--- src/rtl/fetch_pkg.sv ---
// Shared defaults and the queue entry layout for the instruction-fetch unit.
package fetch_pkg;

   localparam int DEF_ADDR_W   = 12;
   localparam int DEF_INSN_W   = 32;
   localparam int DEF_DEPTH    = 4;
   localparam int DEF_RESET_PC = 0;

   // Queue entry at the default widths; the queue itself stores {insn, pc} packed the same way.
   typedef struct packed {
      logic [DEF_INSN_W-1:0] insn;
      logic [DEF_ADDR_W-1:0] pc;
   } fetch_entry_t;

endpackage

--- src/rtl/fetch_queue.sv ---
// Circular FIFO of fetched {insn, pc} entries with simultaneous push/pop and a synchronous flush.
module fetch_queue
   import fetch_pkg::*;
#(
   parameter int W     = DEF_INSN_W + DEF_ADDR_W,
   parameter int DEPTH = DEF_DEPTH,
   localparam int PW   = $clog2(DEPTH),
   localparam int CW   = $clog2(DEPTH + 1)
) (
   input  logic          clock,
   input  logic          reset,
   input  logic          flush,
   input  logic          push,
   input  logic [W-1:0]  push_data,
   input  logic          pop,
   output logic [W-1:0]  head_data,
   output logic          head_valid,
   output logic [CW-1:0] count
);

   logic [W-1:0]  mem [DEPTH];
   logic [PW-1:0] wr_ptr;
   logic [PW-1:0] rd_ptr;
   logic          do_push;
   logic          do_pop;

   assign do_pop     = pop && (count != '0);
   assign do_push    = push && ((count != CW'(DEPTH)) || do_pop);
   assign head_valid = (count != '0);
   assign head_data  = mem[rd_ptr];

   always_ff @(posedge clock) begin
      if (reset || flush) begin
         wr_ptr <= '0;
         rd_ptr <= '0;
         count  <= '0;
      end else begin
         if (do_push) wr_ptr <= wr_ptr + PW'(1);
         if (do_pop)  rd_ptr <= rd_ptr + PW'(1);
         count <= count + CW'(do_push) - CW'(do_pop);
      end
   end

   // Storage needs no reset: count gates every read.
   always_ff @(posedge clock) begin
      if (do_push && !reset && !flush) mem[wr_ptr] <= push_data;
   end

endmodule

--- src/rtl/fetch_unit.sv ---
// Instruction-fetch unit: owns the PC, issues one imem read per cycle and queues returns for decode.
module fetch_unit
   import fetch_pkg::*;
#(
   parameter int                ADDR_W   = DEF_ADDR_W,
   parameter int                INSN_W   = DEF_INSN_W,
   parameter int                DEPTH    = DEF_DEPTH,
   parameter logic [ADDR_W-1:0] RESET_PC = ADDR_W'(DEF_RESET_PC),
   localparam int               CW       = $clog2(DEPTH + 1)
) (
   input  logic              clock,
   input  logic              reset,
   output logic [ADDR_W-1:0] imem_addr,
   output logic              imem_req,
   input  logic [INSN_W-1:0] imem_data,
   input  logic              redirect,
   input  logic [ADDR_W-1:0] redirect_pc,
   output logic              insn_valid,
   input  logic              insn_ready,
   output logic [INSN_W-1:0] insn,
   output logic [ADDR_W-1:0] insn_pc,
   output logic [ADDR_W-1:0] insn_pc_next,
   output logic [CW-1:0]     queue_count
);

   localparam int W = INSN_W + ADDR_W;

   logic [ADDR_W-1:0] fetch_pc;
   logic [ADDR_W-1:0] pending_pc;
   logic              pending;
   logic [CW:0]       in_use;
   logic              push;
   logic              pop;
   logic [W-1:0]      head_data;

   // In-flight fetches reserve a queue slot, so a returning instruction always has room.
   assign in_use    = {1'b0, queue_count} + (CW+1)'(pending);
   assign imem_req  = !reset && !redirect && (in_use < (CW+1)'(DEPTH));
   assign imem_addr = fetch_pc;

   // Decode handshake: an entry transfers on a cycle with insn_valid && insn_ready; insn_valid
   // never depends on insn_ready, and a redirect cycle transfers nothing.
   assign push = pending && !redirect;
   assign pop  = insn_valid && insn_ready && !redirect;

   always_ff @(posedge clock) begin
      if (reset) begin
         fetch_pc   <= RESET_PC;
         pending    <= 1'b0;
         pending_pc <= '0;
      end else if (redirect) begin
         fetch_pc <= redirect_pc;
         pending  <= 1'b0;
      end else if (imem_req) begin
         fetch_pc   <= fetch_pc + ADDR_W'(1);
         pending    <= 1'b1;
         pending_pc <= fetch_pc;
      end else begin
         pending <= 1'b0;
      end
   end

   fetch_queue #(
      .W     (W),
      .DEPTH (DEPTH)
   ) u_queue (
      .clock      (clock),
      .reset      (reset),
      .flush      (redirect),
      .push       (push),
      .push_data  ({imem_data, pending_pc}),
      .pop        (pop),
      .head_data  (head_data),
      .head_valid (insn_valid),
      .count      (queue_count)
   );

   assign insn         = head_data[W-1:ADDR_W];
   assign insn_pc      = head_data[ADDR_W-1:0];
   assign insn_pc_next = insn_pc + ADDR_W'(1);

endmodule

--- config.mk ---
export PLATFORM = sky130hd
export DESIGN_NAME = fetch_unit
export DESIGN_NICKNAME = d
export VERILOG_FILES = /design/src/rtl/fetch_pkg.sv /design/src/rtl/fetch_queue.sv /design/src/rtl/fetch_unit.sv
export SDC_FILE = /design/constraint.sdc
export NUM_CORES = 1
export LEC_CHECK = 0
export CORE_MARGIN = 4
export CORE_UTILIZATION = 56
export CTS_BUF_LIST = sky130_fd_sc_hd__clkbuf_4
export CTS_CLUSTER_DIAMETER = 100
export DETAILED_ROUTE_END_ITERATION = 10
export PLACE_DENSITY = 0.8
export SYNTH_ARGS = -nofsm -noshare
export SYNTH_HDL_FRONTEND = slang
export SYNTH_SLANG_ARGS = --single-unit
--- constraint.sdc ---
create_clock -name clock -period 3.8 [get_ports clock]
set_clock_uncertainty 0.15 [all_clocks]
set_input_delay 0.57 -clock clock [delete_from_list [all_inputs] [get_ports clock]]
set_output_delay 0.57 -clock clock [all_outputs]
set_load 0.05 [all_outputs]
==> flow_summary_export.csv, run 1 <==
group,metric,value,unit
power_and_ir_drop,power_density,443,nW/um^2
worst_setup_path,crit_path_start_kind,"flip-flop",
worst_setup_path,slowest_stage,"mux4_2",
sta,tightestPinTransition,0.589,ns
sta,period_share,0.929,
sta,setup_slack,0.269,ns
clock_network,cts_made_buffers,49,
floorplan,die_area,16500,um^2
yosys,syn-mean-instance-area,18.5,um^2
worst_setup_path,worstReg2RegStart,"u_queue.count[1]",
clock_network,cts_hold_buf,0,
drt,drt_first_pass_iters,4,
global_route,overflow,0,
layout,syn_to_final_growth,27.3,%
floorplan,die_h,129,um
sta,hold_viol,0,
drt,dr_total_vias,4436,
worst_setup_path,cp_slowest_stage_delay,0.60,ns
power_and_ir_drop,leakage,3.50,nW
yosys,yosysSeqAreaShare,0.733,
sta,fmax,283,MHz
sta,hold_ws,0.355,ns
yosys,synth_area_leader_cell,"edfxtp_1",
drt,final_antenna_net_count,0,
worst_setup_path,end_kind,"output port",
floorplan,core-area,14000,um^2
job,drv_cap,0,
drt,wire_per_inst,19.1,um
worst_setup_path,path_max_fanout,16,
global_route,grt_start_max_net_pins,45,
floorplan,rows,43,
sta,setup_viol,0,
yosys,ys_warn_count,0,
yosys,async_flop_share,0,
yosys,syn_area,8140,um^2
floorplan,ios,121,
worst_setup_path,path_class,"flip-flop to output port",
clock_network,cts_tree,"yes",
sta,period_needed,3.53,ns
power_and_ir_drop,power,4.59,mW
drt,drc,0,
yosys,yosys.cell_types.count,37,
yosys,syn-num-nets,498,
worst_setup_path,worstPathArrival,2.81,ns
global_route,grt_antenna_before_repair,1,
sta,slew_violations,0,
yosys,synth-seq-cells,210,
layout,nNetsFinal,667,
yosys,synth_edf_count,176,
clock_network,root_buffer,"clkbuf_4",
yosys,netlist.area_leader.share,0.649,
power_and_ir_drop,irDropWorstVdd,0.000295,V
global_route,grt_usage,0.194,
clock_network,clock_sinks,210,
layout,drive_gt1_frac,0.255,
worst_hold_path,min_from,"pending_pc[5]",
worst_hold_path,hold_path_class,"flip-flop to flip-flop",
floorplan,start_util,0.580,
yosys,synth_flop_cell,"edfxtp_1",
global_route,grt_pass1_wl,24900,um
yosys,syn_inst,440,
sta,rsz0062_at_grt,"no",
worst_setup_path,cp.buffers_inverters,1,
placed_design,numPortBuffers,120,
clock_network,clk_path_buf_depth,3,
placed_design,hpwl,10000,um
sta,slew_headroom,0.606,
drt,initialDrtViolationCount,292,
worst_setup_path,crit_family,"multiplexers",
clock_network,clk_pin_slew,0.07,ns
clock_network,cts_max_level,2,
sta,tns,0,ns
layout,fin_util,0.738,
drt,routed_wl,15800,um
worst_setup_path,required,3.08,ns
global_route,grt_pass1_vias,4847,
outcome,status,"finished, final reports clean",
floorplan,die_x,129,um
placed_design,gp_congestion,0.851,
placed_design,dp_slack,0.641,ns
yosys,synthTopCellsByArea,"edfxtp_1 65%, mux4_2 12%, dfxtp_1 8.4%",
drt,via_per_inst,5.36,
clock_network,clock_latency,0.60,ns
worst_setup_path,cp_cell_sequence,"mux4_2 > ha_1 > and2_1 > nand2b_4 > nor2b_4 > xor2_1 > buf_12",
-- cells in the final DEF, fill, tap and decap left out, types with 10 or more instances in the layout --
cell type        Yosys  final
dfxtp_1             34     32
a21oi_1             12     12
xor2_1              16     16
clkdlybuf4s50_1      0    108
inv_1               10     10
clkinv_1             0     13
mux4_2              42     42
buf_4                0     20
nand2_1             30     30
nor2_1              20     20
clkbuf_4             0     73
a211oi_1            10     10
buf_12               0     11
edfxtp_1           176    176
-- flip-flops by register name, indices dropped and copies added, names as in the netlist, named ones only --
signal / count
imem_addr: 12
u_queue.count: 3
u_queue.mem: 176
pending: 1
pending_pc: 12
u_queue.wr_ptr: 2
u_queue.rd_ptr: 2
-- final cells by class --
type,count,area (um^2)
flip-flops and latches,210,5970
fillers,811,3680
multi-input cells,199,2040
repair buffers,139,1450
clock buffers,73,548
well taps,180,225
clock inverters,16,87.6
inverters,10,37.5
diodes,1,2.50
-- path summary, 6_finish.rpt --
path	endpoint	slack, ns	cells after the start
worst max-delay path	insn_pc_next[10]	0.27	7
worst min-delay path	u_queue.mem[3][5]	0.35	0
worst max register to register	pending_pc[6]	1.35	7
worst min register to register	u_queue.mem[3][5]	0.35	0
-- through the flow --
stage / cells / instance area, um^2
floorplan: 440 / 8140
global placement: 727 / 9640
finish: 828 / 10400
detailed placement: 727 / 9640
CTS: 816 / 10300
global route: 828 / 10400
-- Yosys cell counts (2+ instances only) --
library cell and count:
mux4_2 42, nand2_1 30, nor2_1 20, nand3_1 5
mux2_2 2, ha_1 9, mux4_1 2, xnor2_1 9
dfxtp_1 34, and3_1 6, inv_1 10, edfxtp_1 176
and2_1 9, and4_1 2, buf_2 8, a211oi_1 10
mux2i_1 4, xor2_1 16, a21oi_1 12, nand4_1 7
buf_6 2, clkbuf_1 10
-- logic make-up after synthesis --
group | count (synthesis) | synth area share
flops | 210 | 0.733
mux | 50 | 0.130
fa+ha+maj | 10 | 0.0163
buf+inv | 31 | 0.0174
compound gates | 23 | 0.0175
xor+xnor | 25 | 0.0269
simple gates | 91 | 0.0589
-- layer usage --
metal,vias up,GRT usage,wire [um]
met3,14,0.0469,997
met1,2189,0.248,6420
met2,147,0.328,8250
met5,-,0,0
met4,0,0.0692,181
li1,2086,-,-
-- power by group --
group / internal (mW) / leakage, nW / total (mW) / switching (mW)
combinational: 0.128 / 1.26 / 0.304 / 0.177
clock: 0.949 / 0.379 / 1.75 / 0.799
sequential: 2.51 / 1.86 / 2.54 / 0.0271
total: 3.59 / 3.50 / 4.59 / 1.00
-- timing repair --
action                                  CTS  global route
buffers inserted                          0            11
endpoints found under the setup margin    0             1
gates resized for setup                   0             1
No activity file was read; power rests on OpenSTA's default activity.
==> run 2: changes to the inputs <==
- CORE_MARGIN: 4 -> not set
- GPL_ROUTABILITY_DRIVEN: not set -> 0
==> run 2 against run 1 <==
  * Wire length is 3.5% lower
  * Sequential share of layout area is 0.24 points higher
  * Sequential power about the same
  * First-iteration DRC count decreased by 27%
  * Via count increased by 0.83%
  * Non-clock buffer count fell by 10
  * Maximum frequency is 1.5% lower
  * Global-route usage grew 1.8 points
  * Utilization is 0.34 points lower
  * Total power is 0.54% higher
  * Clock-buffer cell count is 7 higher
==> flow_summary_export.csv, run 2 (synthesized netlist as in run 1, its figures left out) <==
group,metric,value,unit
global_route,grt_antenna_before_repair,0,
clock_network,cts_made_buffers,50,
layout,final_common_cell,"edfxtp_1",
clock_network,clk_pin_slew,0.06,ns
sta,fmax,279,MHz
global_route,grt_use_met3,0.0544,
placed_design,numPortBuffers,120,
clock_network,cts_hold_buf,0,
drt,via_per_inst,5.45,
sta,hold_viol,0,
power_and_ir_drop,leakage,3.46,nW
layout,multi_input_area,2040,um^2
global_route,grtUsageMet1,0.251,
clock_network,cts.repair.resized,0,
sta,tns,0,ns
floorplan,die_h,123,um
layout,most-common-layout-cells,"176 x edfxtp_1, 108 x clkdlybuf4s50_1, 80 x clkbuf_4",
power_and_ir_drop,irDropWorstVdd,0.000191,V
layout,largest_reg_flops,176,
clock_network,clk_path_buf_depth,3,
drt,drt_first_pass_iters,4,
layout,seq_area,5970,um^2
power_and_ir_drop,power_density,448,nW/um^2
global_route,grt_pass1_vias,4760,
drt,routed_wl,15300,um
worst_setup_path,end_kind,"output port",
drt,initialDrtViolationCount,212,
layout,syn_to_final_growth,26.7,%
worst_setup_path,worstPathArrival,2.86,ns
layout,regMostFlops,"u_queue.mem",
sta,tightestPinTransition,0.558,ns
clock_network,clock_sinks,210,
floorplan,core-area,14000,um^2
sta,slew_violations,0,
floorplan,rows,43,
layout,fill_cells,821,
clock_network,cts_max_level,2,
floorplan,start_util,0.580,
worst_hold_path,hold_path_class,"flip-flop to flip-flop",
power_and_ir_drop,power,4.62,mW
outcome,status,"finished, final reports clean",
global_route,grt_usage,0.212,
global_route,overflow,0,
global_route,use_met2,0.368,
layout,drive_gt1_frac,0.254,
global_route,grt.busiest_layer,"met2",
floorplan,die_x,123,um
layout,nNetsFinal,658,
worst_hold_path,min_from,"pending_pc[6]",
drt,wire_per_inst,18.6,um
sta,setup_viol,0,
sta,period_needed,3.58,ns
sta,slew_headroom,0.627,
clock_network,cts_tree,"yes",
sta,period_share,0.943,
drt,final_antenna_net_count,0,
drt,dr_total_vias,4473,
job,drv_cap,0,
sta,rsz0062_at_grt,"no",
worst_setup_path,crit_path_start_kind,"flip-flop",
floorplan,die_area,15000,um^2
clock_network,post-cts-setup-buffers,0,
worst_setup_path,worstReg2RegStart,"u_queue.count[2]",
global_route,grt_start_max_net_pins,45,
drt,drc,0,
placed_design,hpwl,9620,um
global_route,grt_pass1_wl,23500,um
worst_setup_path,required,3.08,ns
layout,antenna_cells,0,
clock_network,root_buffer,"clkbuf_4",
worst_setup_path,path_class,"flip-flop to output port",
clock_network,clock_latency,0.60,ns
floorplan,ios,121,
worst_setup_path,path_max_fanout,17,
[run 2: cell count changes in the layout (fill, tap and decap cells not counted), sizes merged]
cell      previous run  this run
bufinv               1         0
clkinv              14        11
clkinvlp             0         1
buf                 31        21
clkbuf              73        80
diode                1         0
[run 2: worst paths after layout]
| kind | endpoint | slack [ns] | cells after the start |
|---|---|---|---|
| min reg2reg | pending_pc[6] | 0.35 | 2 |
| max | insn_pc_next[10] | 0.22 | 7 |
| min | pending_pc[6] | 0.35 | 2 |
| max reg2reg | pending_pc[10] | 1.37 | 7 |
[run 2: power by group]
group          internal [mW]  total (mW)  switching, mW  leakage (nW)
Sequential              2.51        2.54         0.0272          1.86
Combinational          0.128       0.302          0.175          1.21
Clock                  0.958        1.77          0.817         0.394
[run 2: stage by stage]
step	area (um^2)	std cells	hold slack, ns	setup WS, ns	utilization
finish	10300	821	0.351	0.215	0.735
global route	10300	821	0.369	0.0290	0.735
CTS	10300	821	0.355	0.140	0.735
detailed placement	9660	728	0.347	0.806	0.688
global placement	9660	728	0.325	0.836	0.688
floorplan	8140	440	0.310	0.438	-
[run 2: layer usage]
layer  vias to the layer above  share of wire
met1                      2231           0.41
met4                         0          0.013
li1                       2075              -
met2                       150           0.52
met3                        17          0.059
met5                         -              0
[run 2: worst max-delay path, cell delays in order, from the launching register on]
cell and delay (ns):
dfxtp_4 0.56, mux4_2 0.62, ha_1 0.26, and2_1 0.18
nand2b_4 0.11, nor2b_4 0.04, xor2_1 0.29, buf_12 0.19
[run 2: layout make-up]
| class | instances | share of cell area |
|---|---|---|
| well taps | 180 | 0.0218 |
| clock inverters | 13 | 0.00534 |
| multi-input cells | 199 | 0.198 |
| inverters | 10 | 0.00364 |
| flip-flops and latches | 210 | 0.579 |
| clock buffers | 80 | 0.0582 |
| repair buffers | 129 | 0.135 |
==> variant 1, RTL diff (config.mk and constraints of run 1) <==
Register the output `queue_count`, with the module's reset; this adds one clock of latency there. The other outputs are not delayed to match.
--- a/src/rtl/fetch_unit.sv
+++ b/src/rtl/fetch_unit.sv
@@ -25,6 +25,8 @@
 
    localparam int W = INSN_W + ADDR_W;
 
+   logic [CW-1:0] queue_count_d;
+
    logic [ADDR_W-1:0] fetch_pc;
    logic [ADDR_W-1:0] pending_pc;
    logic              pending;
@@ -34,7 +36,7 @@
    logic [W-1:0]      head_data;
 
    // In-flight fetches reserve a queue slot, so a returning instruction always has room.
-   assign in_use    = {1'b0, queue_count} + (CW+1)'(pending);
+   assign in_use    = {1'b0, queue_count_d} + (CW+1)'(pending);
    assign imem_req  = !reset && !redirect && (in_use < (CW+1)'(DEPTH));
    assign imem_addr = fetch_pc;
 
@@ -72,12 +74,20 @@
       .pop        (pop),
       .head_data  (head_data),
       .head_valid (insn_valid),
-      .count      (queue_count)
+      .count      (queue_count_d)
    );
 
    assign insn         = head_data[W-1:ADDR_W];
    assign insn_pc      = head_data[ADDR_W-1:0];
    assign insn_pc_next = insn_pc + ADDR_W'(1);
 
+   always_ff @(posedge clock) begin
+      if (reset) begin
+         queue_count <= '0;
+      end else begin
+         queue_count <= queue_count_d;
+      end
+   end
+
 endmodule
 
Function: changed (Yosys sat finds a counterexample within 4 cycles, from zero or initial values and one cycle with reset high).
==> variant 1 against run 1 <==
  * First-iteration DRC count decreased by 14%
  * Sequential share of layout area increased by 0.48 points
  * Cell count decreased by 0.60%
  * Sequential cell count increased by 3
  * Power increased by 2.3%
  * Wire length decreased by 2.7%
  * Non-clock buffer count decreased by 12
  * Final area increased by 0.13%
  * Synthesized area increased by 0.80%
  * Setup slack improved by 3.8 ps
  * Critical path type unchanged
==> variant 1: results <==
group,metric,value,unit
route,route.vias.total,4509,
cells_and_area,drive_above_1_share,0.246,
route,drtPass1Iterations,5,
logic_synthesis,synth_compound_area_frac,0.0180,
logic_synthesis,yosysSeqAreaShare,0.734,
pwr,power_leakage,0.00346,uW
cells_and_area,postLayoutCellArea,10400,um^2
cells_and_area,regArea,6030,um^2
logic_synthesis,netlist_area,8210,um^2
cells_and_area,n_all_inverters,11,
global_routing,grt_max_degree,45,
cells_and_area,layout.nets,661,
cts,post-cts-setup-buffers,0,
logic_synthesis,synth_flop_cell,"edfxtp_1",
global_routing,grt_pass1_wl,24700,um
logic_synthesis,synth_seq_cells,213,
cts,cts-htree-levels,2,
place,placed_area,9710,um^2
worst_setup_path,path_max_fanout,24,
logic_synthesis,synth-edff-count,176,
cells_and_area,buffers,127,
cells_and_area,fill_cells,853,
place,preCtsSetupSlack,564,ps
logic_synthesis,syn-num-nets,503,
cts,cts_resized,0,
pwr,ir_drop,0.000248,V
logic_synthesis,netlist_instances,445,
logic_synthesis,synthMuxAreaShare,0.128,
cells_and_area,clkCellAreaFrac,0.0640,
cells_and_area,multi_input_cells,200,
cells_and_area,top_register,"u_queue.mem",
cts,clock_latency,640,ps
logic_synthesis,synth.area.top_cells,"edfxtp_1 (64%), mux4_2 (12%), dfxtp_1 (9.0%)",
cells_and_area,n_antenna_cell,1,
logic_synthesis,synth_xor_area_frac,0.0267,
outcome,outcome,"finished, final reports clean",
min_path,hold_path_class,"reg -> reg",
cts,holdBufCountCts,0,
cells_and_area,buffer_area_frac,0.132,
logic_synthesis,synth_top_cells_by_count,"edfxtp_1 (176), mux4_2 (44), dfxtp_1 (37), nand2_1 (29), nor2_1 (20)",
logic_synthesis,ys_types,34,
cells_and_area,multiInputGateArea,2040,um^2
global_routing,grt_pass1_vias,4803,
route,via_per_inst,5.48,
global_routing,grt_usage,0.194,
worst_setup_path,cp.arrival,2810,ps
route,wl_per_cell,18.7,um
sta,worst_pin_slew,573,ps
place,hpwlAfterDp,9710,um
place,dp.cells,731,
logic_synthesis,synthArstFlopShare,0,
cells_and_area,largest_register_ffs,176,
cts,cts_buffer_depth,3,
cts,numCtsBuffers,50,
place,gp_congestion,0.872,
logic_synthesis,synthAdderAreaFrac,0.0162,
cells_and_area,n_clock_buffer,71,
route,drt_iter0_markers,250,
global_routing,antenna_found_initial,1,
variant 1: cell count changes after synthesis, sizes merged, moves of 3 or more:
cell and delta:
xor2 -3, nand4 -4, xnor2 +3, dfxtp +3
nand3 +3
variant 1: path summary, 6_finish.rpt:
check                         from           endpoint  depth (start not counted)  slack [ps]
setup / recovery              flop           insn[25]                          3         270
hold / removal       pending_pc[1]  u_queue.mem[0][1]                          0         340
setup reg to reg  u_queue.count[1]   u_queue.count[2]                          8        1370
hold reg to reg      pending_pc[1]  u_queue.mem[0][1]                          0         340
variant 1: where the power goes:
part	leakage, uW	internal [uW]	switching [uW]
registers	0.00188	2550	25.8
logic	0.00119	127	175
clock network	0.000390	1000	824
variant 1: per-layer routing:
layer | track usage | wire (um)
met3 | 0.0585 | 1090
met2 | 0.333 | 8010
met5 | 0 | 0
met1 | 0.239 | 6070
met4 | 0.0655 | 248
variant 1: worst max-delay path: stages (launching register included):
cell             delay (ps)
dfxtp_4                 640
buf_12                  290
mux4_2                  550
clkdlybuf4s50_1         720
==> variant 2, RTL diff (config.mk and constraints of run 1) <==
Made on the original files. Set the package constant `DEF_INSN_W` to 64 (it was 32).
--- a/src/rtl/fetch_pkg.sv
+++ b/src/rtl/fetch_pkg.sv
@@ -2,7 +2,7 @@
 package fetch_pkg;
 
    localparam int DEF_ADDR_W   = 12;
-   localparam int DEF_INSN_W   = 32;
+   localparam int DEF_INSN_W   = 64;
    localparam int DEF_DEPTH    = 4;
    localparam int DEF_RESET_PC = 0;
 
Ports: changed (resized imem_data and insn); port bits go from 121 to 185. No check against the original RTL was run, so the function may have changed too.
==> variant 2 against run 1 <==
  * Final area rose by 57%
  * Worst hold slack lost 0.94 ps
  * Sequential cell count up 128
  * Largest power group unchanged
  * Setup slack lost 80 ps
  * Global-route usage increased by 1.4 points
  * Combinational power up 39%
  * Synthesized area is 56% higher
  * Wire length up 64%
  * Critical path depth decreased by 4
  * Via count rose by 53%
  * Power up 62%
  * Sequential power rose by 62%
  * Utilization fell by 0.38 points
  * Maximum frequency decreased by 2.2%
  * Highest routed layer unchanged
==> variant 2: results <==
group,metric,value,unit
place,preCtsSetupSlack,699,ps
logic_synthesis,syn-num-nets,703,
worst_setup_path,cp.arrival,2890,ps
cells_and_area,layout.nets,959,
cells_and_area,drive_above_1_share,0.264,
min_path,min_from,"pending_pc[2]",
cells_and_area,multiInputGateArea,2730,um^2
cts,clock_latency,650,ps
worst_setup_path,path_max_fanout,13,
place,placed_area,15200,um^2
cts,cts-htree-levels,3,
route,drt_iter0_markers,536,
logic_synthesis,synth_top_cells_by_count,"edfxtp_1 (304), mux4_2 (76), dfxtp_1 (34), nand2_1 (34), nor2_1 (24)",
logic_synthesis,yosysSeqAreaShare,0.771,
cells_and_area,top_register,"u_queue.mem",
logic_synthesis,synth.area.top_cells,"edfxtp_1 (72%), mux4_2 (13%), dfxtp_1 (5.4%)",
global_routing,grt_pass1_wl,40900,um
route,route.vias.total,6783,
cts,numCtsBuffers,82,
sta,slew_headroom,0.609,
cells_and_area,largest_register_ffs,304,
place,gp_congestion,0.872,
logic_synthesis,synthArstFlopShare,0,
global_routing,grt_usage,0.208,
outcome,outcome,"finished, final reports clean",
pwr,ir_drop,0.000286,V
pwr,power_leakage,0.00532,uW
logic_synthesis,synth_top_area_share,0.718,
route,drtPass1Iterations,5,
cells_and_area,fill_cells,1249,
logic_synthesis,ys_types,34,
place,port_buffers,184,
global_routing,antenna_found_initial,0,
cells_and_area,n_antenna_cell,0,
logic_synthesis,synth-edff-count,304,
place,hpwlAfterDp,16700,um
global_routing,grt_pass1_vias,7418,
route,wl_per_cell,21.5,um
[variant 2: changes by cell type after synthesis, moves of 2 or more]
cell	change
nand3_1	+3
mux4_2	+34
nand2_1	+4
buf_2	+4
and4_1	-2
nor2_1	+4
buf_1	+4
and2_1	-3
mux4_1	-2
edfxtp_1	+128
[variant 2: per-layer routing]
metal	routed length [um]	part of all wire	GRT usage
met1	10100	0.39	0.266
met4	491	0.019	0.0686
met3	1970	0.076	0.0568
met5	0	0	0
met2	13500	0.52	0.350
[variant 2: path summary, 6_finish.rpt]
kind	to	slack (ps)	depth (start not counted)
min	pending_pc[2]	350	2
min reg2reg	pending_pc[2]	350	2
max reg2reg	pending_pc[10]	1360	7
max	insn_pc[2]	190	3
[variant 2: power breakdown]
group	switching [uW]	internal (uW)
Clock	1350	1560
Combinational	241	183
Sequential	32.2	4070
Total	1620	5820
[variant 2: worst max-delay path: stages, from the launching register on]
cell and delay, ps:
dfxtp_4 520, buf_4 340, mux4_2 620, clkdlybuf4s50_1 780
[variant 2: through the flow]
| stage | power (uW) | cells |
|---|---|---|
| 5_1_grt | 7770 | 1212 |
| 3_5_place_dp | 4610 | 1065 |
| 3_3_place_gp | 4590 | 1065 |
| 2_1_floorplan | 4390 | 613 |
| 6_report | 7440 | 1212 |
| 4_1_cts | 7520 | 1212 |
[variant 2: cell families after synthesis]
kind of cell / count (synthesis) / synth area share
AO/OA/AOI/OAI: 24 / 0.0116
buffers and inverters: 40 / 0.0149
XOR/XNOR: 25 / 0.0172
AND/OR/NAND/NOR: 94 / 0.0353
flip-flops: 338 / 0.771
multiplexers: 82 / 0.139
adder cells (fa/ha/maj): 10 / 0.0104
[variant 2: layout make-up]
type,count,area share
Clock buffer,116,0.0537
Inverter,11,0.00254
Tap cell,280,0.0216
Clock inverter,31,0.0116
Multi-Input combinational cell,235,0.168
Sequential cell,338,0.605
Timing Repair Buffer,201,0.137
